**config.mk**
```make
export PLATFORM = sky130hd
export DESIGN_NAME = hsi_frame_parser
export DESIGN_NICKNAME = d
export VERILOG_FILES = /design/src/rtl/hsi_frame_parser.sv
export SDC_FILE = /design/constraint.sdc
export NUM_CORES = 1
export LEC_CHECK = 0
export BUFFER_PORTS_ARGS = -buffer_cell sky130_fd_sc_hd__buf_2
export CORE_ASPECT_RATIO = 2
export CORE_UTILIZATION = 30
export DETAILED_ROUTE_END_ITERATION = 12
export HOLD_SLACK_MARGIN = 0.02
export PLACE_DENSITY = 0.52
export SLEW_MARGIN = 25
export SYNTH_ARGS = -nofsm -noshare
export SYNTH_HDL_FRONTEND = slang
export SYNTH_SLANG_ARGS = --single-unit
```
**constraint.sdc**
```tcl
create_clock -name clk -period 5.47 [get_ports clk]
set_input_delay 1.094 -clock clk [delete_from_list [all_inputs] [get_ports clk]]
set_output_delay 1.094 -clock clk [all_outputs]
set_load 0.02 [all_outputs]
```
**src/rtl/hsi_frame_parser.sv**
```systemverilog
// hsi_frame_parser
//   Receive-side parser for the HSI byte stream. Frame layout is
//   control byte, length byte L, L payload bytes, CRC-8 byte. Emits a
//   one-cycle control-match strobe when a frame starts, and a CRC-match,
//   CRC-error or length-error strobe when it ends.
//
//   Optional feature macro: HSI_FRAME_TIMEOUT_EN
//     When defined, a frame in progress is aborted (len_err) after TIMEOUT
//     consecutive cycles without a valid byte.
//
// Ports
//   clk       in   clock, rising edge
//   rst_n     in   asynchronous active-low reset
//   rx_data   in   [7:0] received byte
//   rx_valid  in   rx_data valid this cycle
//   me_ctrls  out  [4:0] strobe, bit i = frame of type i started
//   me_crc    out  strobe, received CRC matched
//   crc_err   out  strobe, received CRC mismatched
//   len_err   out  strobe, length too large or timeout abort
//   busy      out  frame in progress
module hsi_frame_parser #(
  parameter logic [7:0] CTRL0   = 8'h01,
  parameter logic [7:0] CTRL1   = 8'h02,
  parameter logic [7:0] CTRL2   = 8'h03,
  parameter logic [7:0] CTRL3   = 8'h04,
  parameter logic [7:0] CTRL4   = 8'h05,
  parameter int         MAX_LEN = 16,
  parameter int         TIMEOUT = 1023
) (
  input  logic       clk,
  input  logic       rst_n,
  input  logic [7:0] rx_data,
  input  logic       rx_valid,
  output logic [4:0] me_ctrls,
  output logic       me_crc,
  output logic       crc_err,
  output logic       len_err,
  output logic       busy
);

  localparam logic [1:0] S_IDLE = 2'd0;
  localparam logic [1:0] S_LEN  = 2'd1;
  localparam logic [1:0] S_PAY  = 2'd2;
  localparam logic [1:0] S_CRC  = 2'd3;

  if (MAX_LEN < 1 || MAX_LEN > 255 || TIMEOUT < 1) begin : g_bad_param
    $error("hsi_frame_parser: parameter out of range");
  end

  // CRC-8, poly 0x07, MSB first, folded one byte per call
  function automatic logic [7:0] crc8_byte(input logic [7:0] crc, input logic [7:0] b);
    logic [7:0] c;
    c = crc ^ b;
    for (int i = 0; i < 8; i++)
      c = c[7] ? ({c[6:0], 1'b0} ^ 8'h07) : {c[6:0], 1'b0};
    return c;
  endfunction

  logic [1:0] state_q, state_d;
  logic [7:0] crc_q, crc_d;
  logic [7:0] cnt_q, cnt_d;
  logic [4:0] me_ctrls_q, me_ctrls_d;
  logic       me_crc_q, me_crc_d;
  logic       crc_err_q, crc_err_d;
  logic       len_err_q, len_err_d;
  logic       busy_q, busy_d;
  logic [4:0] hit;
  logic [4:0] hit_1h;
  logic       abort;

`ifdef HSI_FRAME_TIMEOUT_EN
  localparam int TW = $clog2(TIMEOUT + 1);
  logic [TW-1:0] tmo_q, tmo_d;
  assign abort = (state_q != S_IDLE) && (tmo_q == TW'(TIMEOUT));
`else
  assign abort = 1'b0;
`endif

  assign hit = {rx_data == CTRL4, rx_data == CTRL3, rx_data == CTRL2,
                rx_data == CTRL1, rx_data == CTRL0};
  // isolate the lowest set bit so duplicate codes resolve to the lowest type
  assign hit_1h = hit & (~hit + 5'd1);

  always_comb begin
    state_d    = state_q;
    crc_d      = crc_q;
    cnt_d      = cnt_q;
    me_ctrls_d = '0;
    me_crc_d   = 1'b0;
    crc_err_d  = 1'b0;
    len_err_d  = 1'b0;
    if (abort) begin
      // timeout: any byte arriving this cycle is discarded
      state_d   = S_IDLE;
      cnt_d     = '0;
      len_err_d = 1'b1;
    end else if (rx_valid) begin
      case (state_q)
        S_IDLE: if (|hit) begin
          me_ctrls_d = hit_1h;
          crc_d      = crc8_byte(8'h00, rx_data);
          state_d    = S_LEN;
        end
        S_LEN: begin
          crc_d = crc8_byte(crc_q, rx_data);
          if (int'(rx_data) > MAX_LEN) begin
            len_err_d = 1'b1;
            state_d   = S_IDLE;
          end else if (rx_data == 8'h00) begin
            state_d = S_CRC;
          end else begin
            cnt_d   = rx_data;
            state_d = S_PAY;
          end
        end
        S_PAY: begin
          crc_d = crc8_byte(crc_q, rx_data);
          cnt_d = cnt_q - 8'd1;
          if (cnt_q == 8'd1) state_d = S_CRC;
        end
        default: begin
          me_crc_d  = (rx_data == crc_q);
          crc_err_d = (rx_data != crc_q);
          state_d   = S_IDLE;
        end
      endcase
    end
    busy_d = (state_d != S_IDLE);
  end

`ifdef HSI_FRAME_TIMEOUT_EN
  always_comb begin
    tmo_d = '0;
    if (!abort && state_q != S_IDLE && !rx_valid) tmo_d = tmo_q + TW'(1);
  end

  always_ff @(posedge clk or negedge rst_n)
    if (!rst_n) tmo_q <= '0;
    else        tmo_q <= tmo_d;
`endif

  always_ff @(posedge clk or negedge rst_n) begin
    if (!rst_n) begin
      state_q    <= S_IDLE;
      crc_q      <= '0;
      cnt_q      <= '0;
      me_ctrls_q <= '0;
      me_crc_q   <= 1'b0;
      crc_err_q  <= 1'b0;
      len_err_q  <= 1'b0;
      busy_q     <= 1'b0;
    end else begin
      state_q    <= state_d;
      crc_q      <= crc_d;
      cnt_q      <= cnt_d;
      me_ctrls_q <= me_ctrls_d;
      me_crc_q   <= me_crc_d;
      crc_err_q  <= crc_err_d;
      len_err_q  <= len_err_d;
      busy_q     <= busy_d;
    end
  end

  assign me_ctrls = me_ctrls_q;
  assign me_crc   = me_crc_q;
  assign crc_err  = crc_err_q;
  assign len_err  = len_err_q;
  assign busy     = busy_q;

endmodule

```
# Word-level counts from Yosys, hierarchy flattened
# Index checks and enable logic that the tools add are counted.
dict set report totals {
  elab_cells 90
  reg_bits 27
  output_inout_bits 9
  input_bits 11
}
dict set report op_classes {
  reduce_logical 10
  add_sub_neg 2
  magnitude_cmp 1
  mux 37
  eq_ne 13
  bitwise 19
}
# op n
set op_table {}
lappend op_table {{two-way mux 3 bit} 16}
lappend op_table {{inverter 3 bit} 16}
lappend op_table {{case mux 8 bit (2 select lines)} 2}
lappend op_table {{two-way mux 8 bit} 3}
lappend op_table {{== test 8 x 1 -> 1 bit, second input constant} 2}
lappend op_table {{== test 8 x 2 -> 1 bit, second input constant} 2}
lappend op_table {{== test 8 x 3 -> 1 bit, second input constant} 2}
lappend op_table {{two-way mux 5 bit} 3}
lappend op_table {{== test 8 bit} 1}
lappend op_table {{> comparator 8 x 5 -> 1 bit, second input constant} 1}
lappend op_table {{logical NOT 8 bit} 1}
lappend op_table {{two-way mux 1 bit} 8}
lappend op_table {{two-way mux 2 bit} 4}
lappend op_table {{inequality test 8 bit} 1}
lappend op_table {{subtractor 8 x 1 -> 8 bit, second input constant} 1}
lappend op_table {{bitwise XOR 8 bit} 1}
lappend op_table {{inequality test 2 bit, second input constant} 3}
lappend op_table {{case mux 2 bit (3 select lines)} 1}
lappend op_table {{nonzero test 2 bit} 3}
lappend op_table {{adder 5 x 1 -> 5 bit, second input constant} 1}
lappend op_table {{AND 5 bit} 1}
lappend op_table {{inverter 5 bit} 1}
lappend op_table {{OR reduction 5 bit} 1}
lappend op_table {{AND reduction 4 bit} 1}
lappend op_table {{6 further kinds} 6}

# Logic depth before layout (Yosys ltp)
dict set report depth {
  depth_word 18
  ltp_mapped 9
  mapped_depth_nobuf 7
}

# Worst setup path after synthesis
# OpenSTA, ideal clock, no wires.
dict set report synth_timing {
  path_type {input -> register}
  startpoint {in rx_data[3]}
  endpoint {reg cnt_q[6]}
  setup_ns 0.133
  setup_slack_ns 2.766
  path_buffers 1
  stages 8
  required_time_ns 5.337
  arrival_ns 2.571
  cell_sequence {inv_1 -> ha_1 -> and4bb_1 -> a22oi_2 -> a211oi_4 -> buf_6 -> mux2i_1 -> nand2_1}
}
dict set report synth_via {
  elab_chain_cells 3
  elab_cells_between_ends 5
  classes_between {1 x order compare; 2 x eq/ne; 2 x reduce/logical}
}
# element line
set synth_lines {}
lappend synth_lines {{start: declaration} 32} ;# input logic [7:0] rx_data,
lappend synth_lines {{> comparator 8 x 5 -> 1 bit / logical NOT 8 bit (equally long branches)} {106, 109}}
lappend synth_lines {{inequality test 2 bit (no line)} --}
lappend synth_lines {{AND reduction 4 bit (no line) (*)} --}
lappend synth_lines {{end signal: assignment} 155} ;# cnt_q <= cnt_d;
lappend synth_lines {{end: declaration} 61} ;# logic [7:0] cnt_q, cnt_d;
# Mark *: on every way between the ends. The rest lies on a longest branch, timed or not.
# A chain may end at the register's enable or synchronous reset.

# Worst setup path after layout
dict set report layout_timing {
  startpoint {in rx_data[3]}
  endpoint {reg cnt_q[3]}
}
dict set report layout_via {
  elab_chain_cells 3
  elab_cells_between_ends 8
  classes_between {1 x order compare; 2 x eq/ne; 3 x mux; 2 x reduce/logical}
}
# element line
set layout_lines {}
lappend layout_lines {{> comparator 8 x 5 -> 1 bit, or another cell as far along} 106} ;# if (int'(rx_data) > MAX_LEN) begin
lappend layout_lines {{inequality test 2 bit (no line) / two-way mux 8 bit (equally long branches)} --}
lappend layout_lines {{AND reduction 4 bit (no line) / case mux 8 bit (2 select lines) (equally long branches)} --}
# Several ways; a longest one is shown, not always the timed one. The select of a mux whose other input is x is not followed.

==> insert_results.sql <==
INSERT INTO impl_metrics (metric_group, metric, value, unit) VALUES
('status', 'outcome', 'finished, final reports clean', ''),
('pwr', 'power-per-cell-area', '556', 'nW/µm²'),
('synthesis', 'post_synth_and_or_nand_nor_area_fraction', '20.4', '%'),
('critical_path', 'worstPathMaxFanout', '15', ''),
('die', 'die_width', '60.5', 'µm'),
('synthesis', 'synthesis.instances', '223', ''),
('timing', 'worstMarginPinSlew', '0.745', 'ns'),
('synthesis', 'synthesis.yosys.warnings', '0', ''),
('synthesis', 'synth_top_family_by_area', 'simple AND/OR/NAND/NOR gates', ''),
('timing', 'relSlewSlack', '50.2', '%'),
('critical_path', 'list_of_cells_traversed_by_the_critical_path', 'buf_2 -> inv_1 -> ha_1 -> and4bb_1 -> a22oi_2 -> a211oi_4 -> mux2i_1 -> nand3_1', ''),
('synthesis', 'synth_compound_gate_area_share', '13.5', '%'),
('die', 'coreArea', '6620', 'µm²'),
('clocking', 'clkLatencyLatePin', '0.27', 'ns'),
('critical_path', 'slowest_stage', 'a211oi_4', ''),
('synthesis', 'ys_ff_latch', '27', ''),
('final_layout', 'final_stage_net_count', '264', ''),
('timing', 'worst_clock_skew', '0.00502', 'ns'),
('routing', 'remaining_drc_errors', '0', ''),
('placed_design', 'globalplace.congestion', '0.803', ''),
('critical_path', 'critical-path-max-stage-delay', '0.68', 'ns'),
('final_layout', 'antenna-diode-count', '0', ''),
('critical_path', 'path_buf_inv', '2', ''),
('timing', 'layout_min_cycle_time', '2.90', 'ns'),
('routing', 'wirelength', '4.77', 'mm'),
('routing', 'vias', '1580', ''),
('pwr', 'p_clk_share', '13.6', '%'),
('pwr', 'static-leakage-power', '0.985', 'nW'),
('synthesis', 'avgSynthCellArea', '9.21', 'µm²'),
('global_route', 'grt-ovfl-total', '0', ''),
('placed_design', 'buffers_on_ports', '19', ''),
('final_layout', 'fill_cells', '726', ''),
('synthesis', 'synth_edf_count', '0', ''),
('pwr', 'power.share.combinational', '57.1', '%'),
('final_layout', 'area_growth_syn_to_layout', '11.0', '%'),
('routing', 'route.detailed.wl_per_inst', '14.8', 'µm'),
('routing', 'route.detailed.vias_per_inst', '4.89', ''),
('clocking', 'cts-htree-levels', '1', ''),
('worst_hold_path', 'hold_path.class', 'flip-flop to flip-flop', ''),
('die', 'pin_count', '20', ''),
('global_route', 'grt.total_usage', '15.0', '%'),
('synthesis', 'xor_and_xnor_fraction_of_the_mapped_netlist_area', '14.1', '%'),
('critical_path', 'nature_of_the_critical_path_startpoint', 'input pin', ''),
('synthesis', 'syn_area', '2050', 'µm²'),
('die', 'core.rowCount', '42', ''),
('routing', 'detail-route-antenna-nets', '0', ''),
('timing', 'final_hold_viol_count', '0', ''),
('clocking', 'ctsHoldBuffers', '0', ''),
('die', 'dieHeight', '119', 'µm'),
('pwr', 'switching_power', '560', 'µW'),
('synthesis', 'post_synth_fa_ha_maj_area_fraction', '10.4', '%'),
('synthesis', 'synthArstFlopShare', '100', '%'),
('timing', 'setup_viol_count_final', '0', ''),
('pwr', 'sw_frac_of_total', '44.2', '%'),
('placed_design', 'dp.cells', '319', ''),
('synthesis', 'synth-seq-area-share', '32.9', '%'),
('clocking', 'buffers_from_clock_root_to_sink_at_most', '2', ''),
('clocking', 'clock_input_transition_at_the_sequential_cells_of_the_worst_setup_and_hold_paths', '0.07', 'ns'),
('critical_path', 'timing_worst_setup_path_type', 'input pin to flip-flop', ''),
('timing', 'timing.final.crit_share', '53.0', '%'),
('timing', 'slew_violations', '0', ''),
('critical_path', 'crit_family', 'compound AO/OA/AOI/OAI gates', ''),
('pwr', 'max-vdd-ir-drop', '0.170', 'mV'),
('die', 'floorplan.die_area', '7200', 'µm²'),
('final_layout', 'finish.cell_count_without_fillers', '323', ''),
('clocking', 'clock-sinks', '27', ''),
('clocking', 'cts_buf_count', '3', ''),
('global_route', 'grt_max_degree', '28', ''),
('clocking', 'post_cts.resized_instances', '0', ''),
('timing', 'final.setup.tns', '0', 'ns'),
('clocking', 'post-cts-setup-buffer-count', '0', '');
-- layout by cell type (no fill, tap or decap), types with 7 or more instances in the layout --
cell     count
a21oi_1      9
buf_2       19
dfrtp_1     27
ha_1        17
inv_1       14
mux2i_1      7
nand2_1     17
nand3_1     10
nor2_1      14
o21ai_0      9
xnor2_1     27
-- worst paths after layout --
check	depth (start not counted)	start	slack, ns	to
max	8	rx_data[3]	2.57	cnt_q[3]
min	2	cnt_q[6]	0.54	cnt_q[6]
max reg2reg	6	state_q[0]	2.82	cnt_q[3]
min reg2reg	2	cnt_q[6]	0.54	cnt_q[6]
max in group asynchronous	1	rst_n	4.20	cnt_q[3]
min in group asynchronous	1	rst_n	0.85	me_ctrls[1]
-- power groups by stage --
stage / Combinational (mW) / Sequential (mW) / Clock (mW)
4_1_cts: 0.731 / 0.372 / 0.178
2_1_floorplan: 0.609 / 0.353 / 0
3_5_place_dp: 0.728 / 0.376 / 0
5_1_grt: 0.816 / 0.385 / 0.182
3_3_place_gp: 0.721 / 0.373 / 0
6_report: 0.723 / 0.372 / 0.172
-- area by class of cell --
cell class	count	area, µm²	share of cell area, %
tap	88	110	4.83
clock buffer	4	78.8	3.46
multi-input combinational	171	1270	55.6
inverter	14	52.6	2.31
sequential	27	676	29.6
timing repair buffer	19	95.1	4.17
-- tightest hold or removal path, stage by stage, from the launching register on --
cell	delay (ns)
dfrtp_1	0.37
mux2i_1	0.08
nand2_1	0.06
-- per-layer routing --
layer  part of all wire, %  global-route usage, %  vias up
li1                      -                      -      796
met1                    36                   14.2      761
met2                    61                   29.9       17
met3                   1.4                   1.63        6
met4                   1.9                   5.82        0
met5                     0                      0        -
-- synthesized netlist by cell type, drive strengths merged, types with 6 or more instances --
library cell  number  area [µm²]
nand2             17        63.8
ha                17         213
nand3             10        50.1
nand3b             6        45.0
xor2               6        52.6
clkbuf             7        26.3
nor2              14        52.6
inv               14        52.6
dfrtp             27         676
o21ai              9        45.0
xnor2             27         236
a21oi              9        45.0
mux2i              7        70.1
nor3               7        40.0
-- sequential cells by signal (all words and copies together) (netlist names) --
name / count
len_err: 1
me_crc: 1
busy: 1
crc_q: 8
cnt_q: 8
me_ctrls: 5
crc_err: 1
state_q: 2
-- logic make-up after synthesis --
kind of cell             count (synthesis)
AO/OA/AOI/OAI                           37
XOR/XNOR                                33
flip-flops                              27
AND/OR/NAND/NOR                         77
adder cells (fa/ha/maj)                 17
multiplexers                             7
buffers and inverters                   25
-- metrics by stage --
| step | total power [mW] | cell area, µm² | setup slack, ns | hold WS [ns] | utilization, % |
|---|---|---|---|---|---|
| after floorplan | 0.962 | 2050 | 2.77 | 0.483 | - |
| after global placement | 1.09 | 2200 | 2.33 | 0.501 | 33.2 |
| after detailed placement | 1.10 | 2200 | 2.28 | 0.526 | 33.2 |
| after CTS | 1.28 | 2280 | 2.56 | 0.543 | 34.4 |
| after global routing | 1.38 | 2280 | 2.40 | 0.579 | 34.4 |
| final | 1.27 | 2280 | 2.57 | 0.539 | 34.4 |
Power figures use the tool's default switching activity.
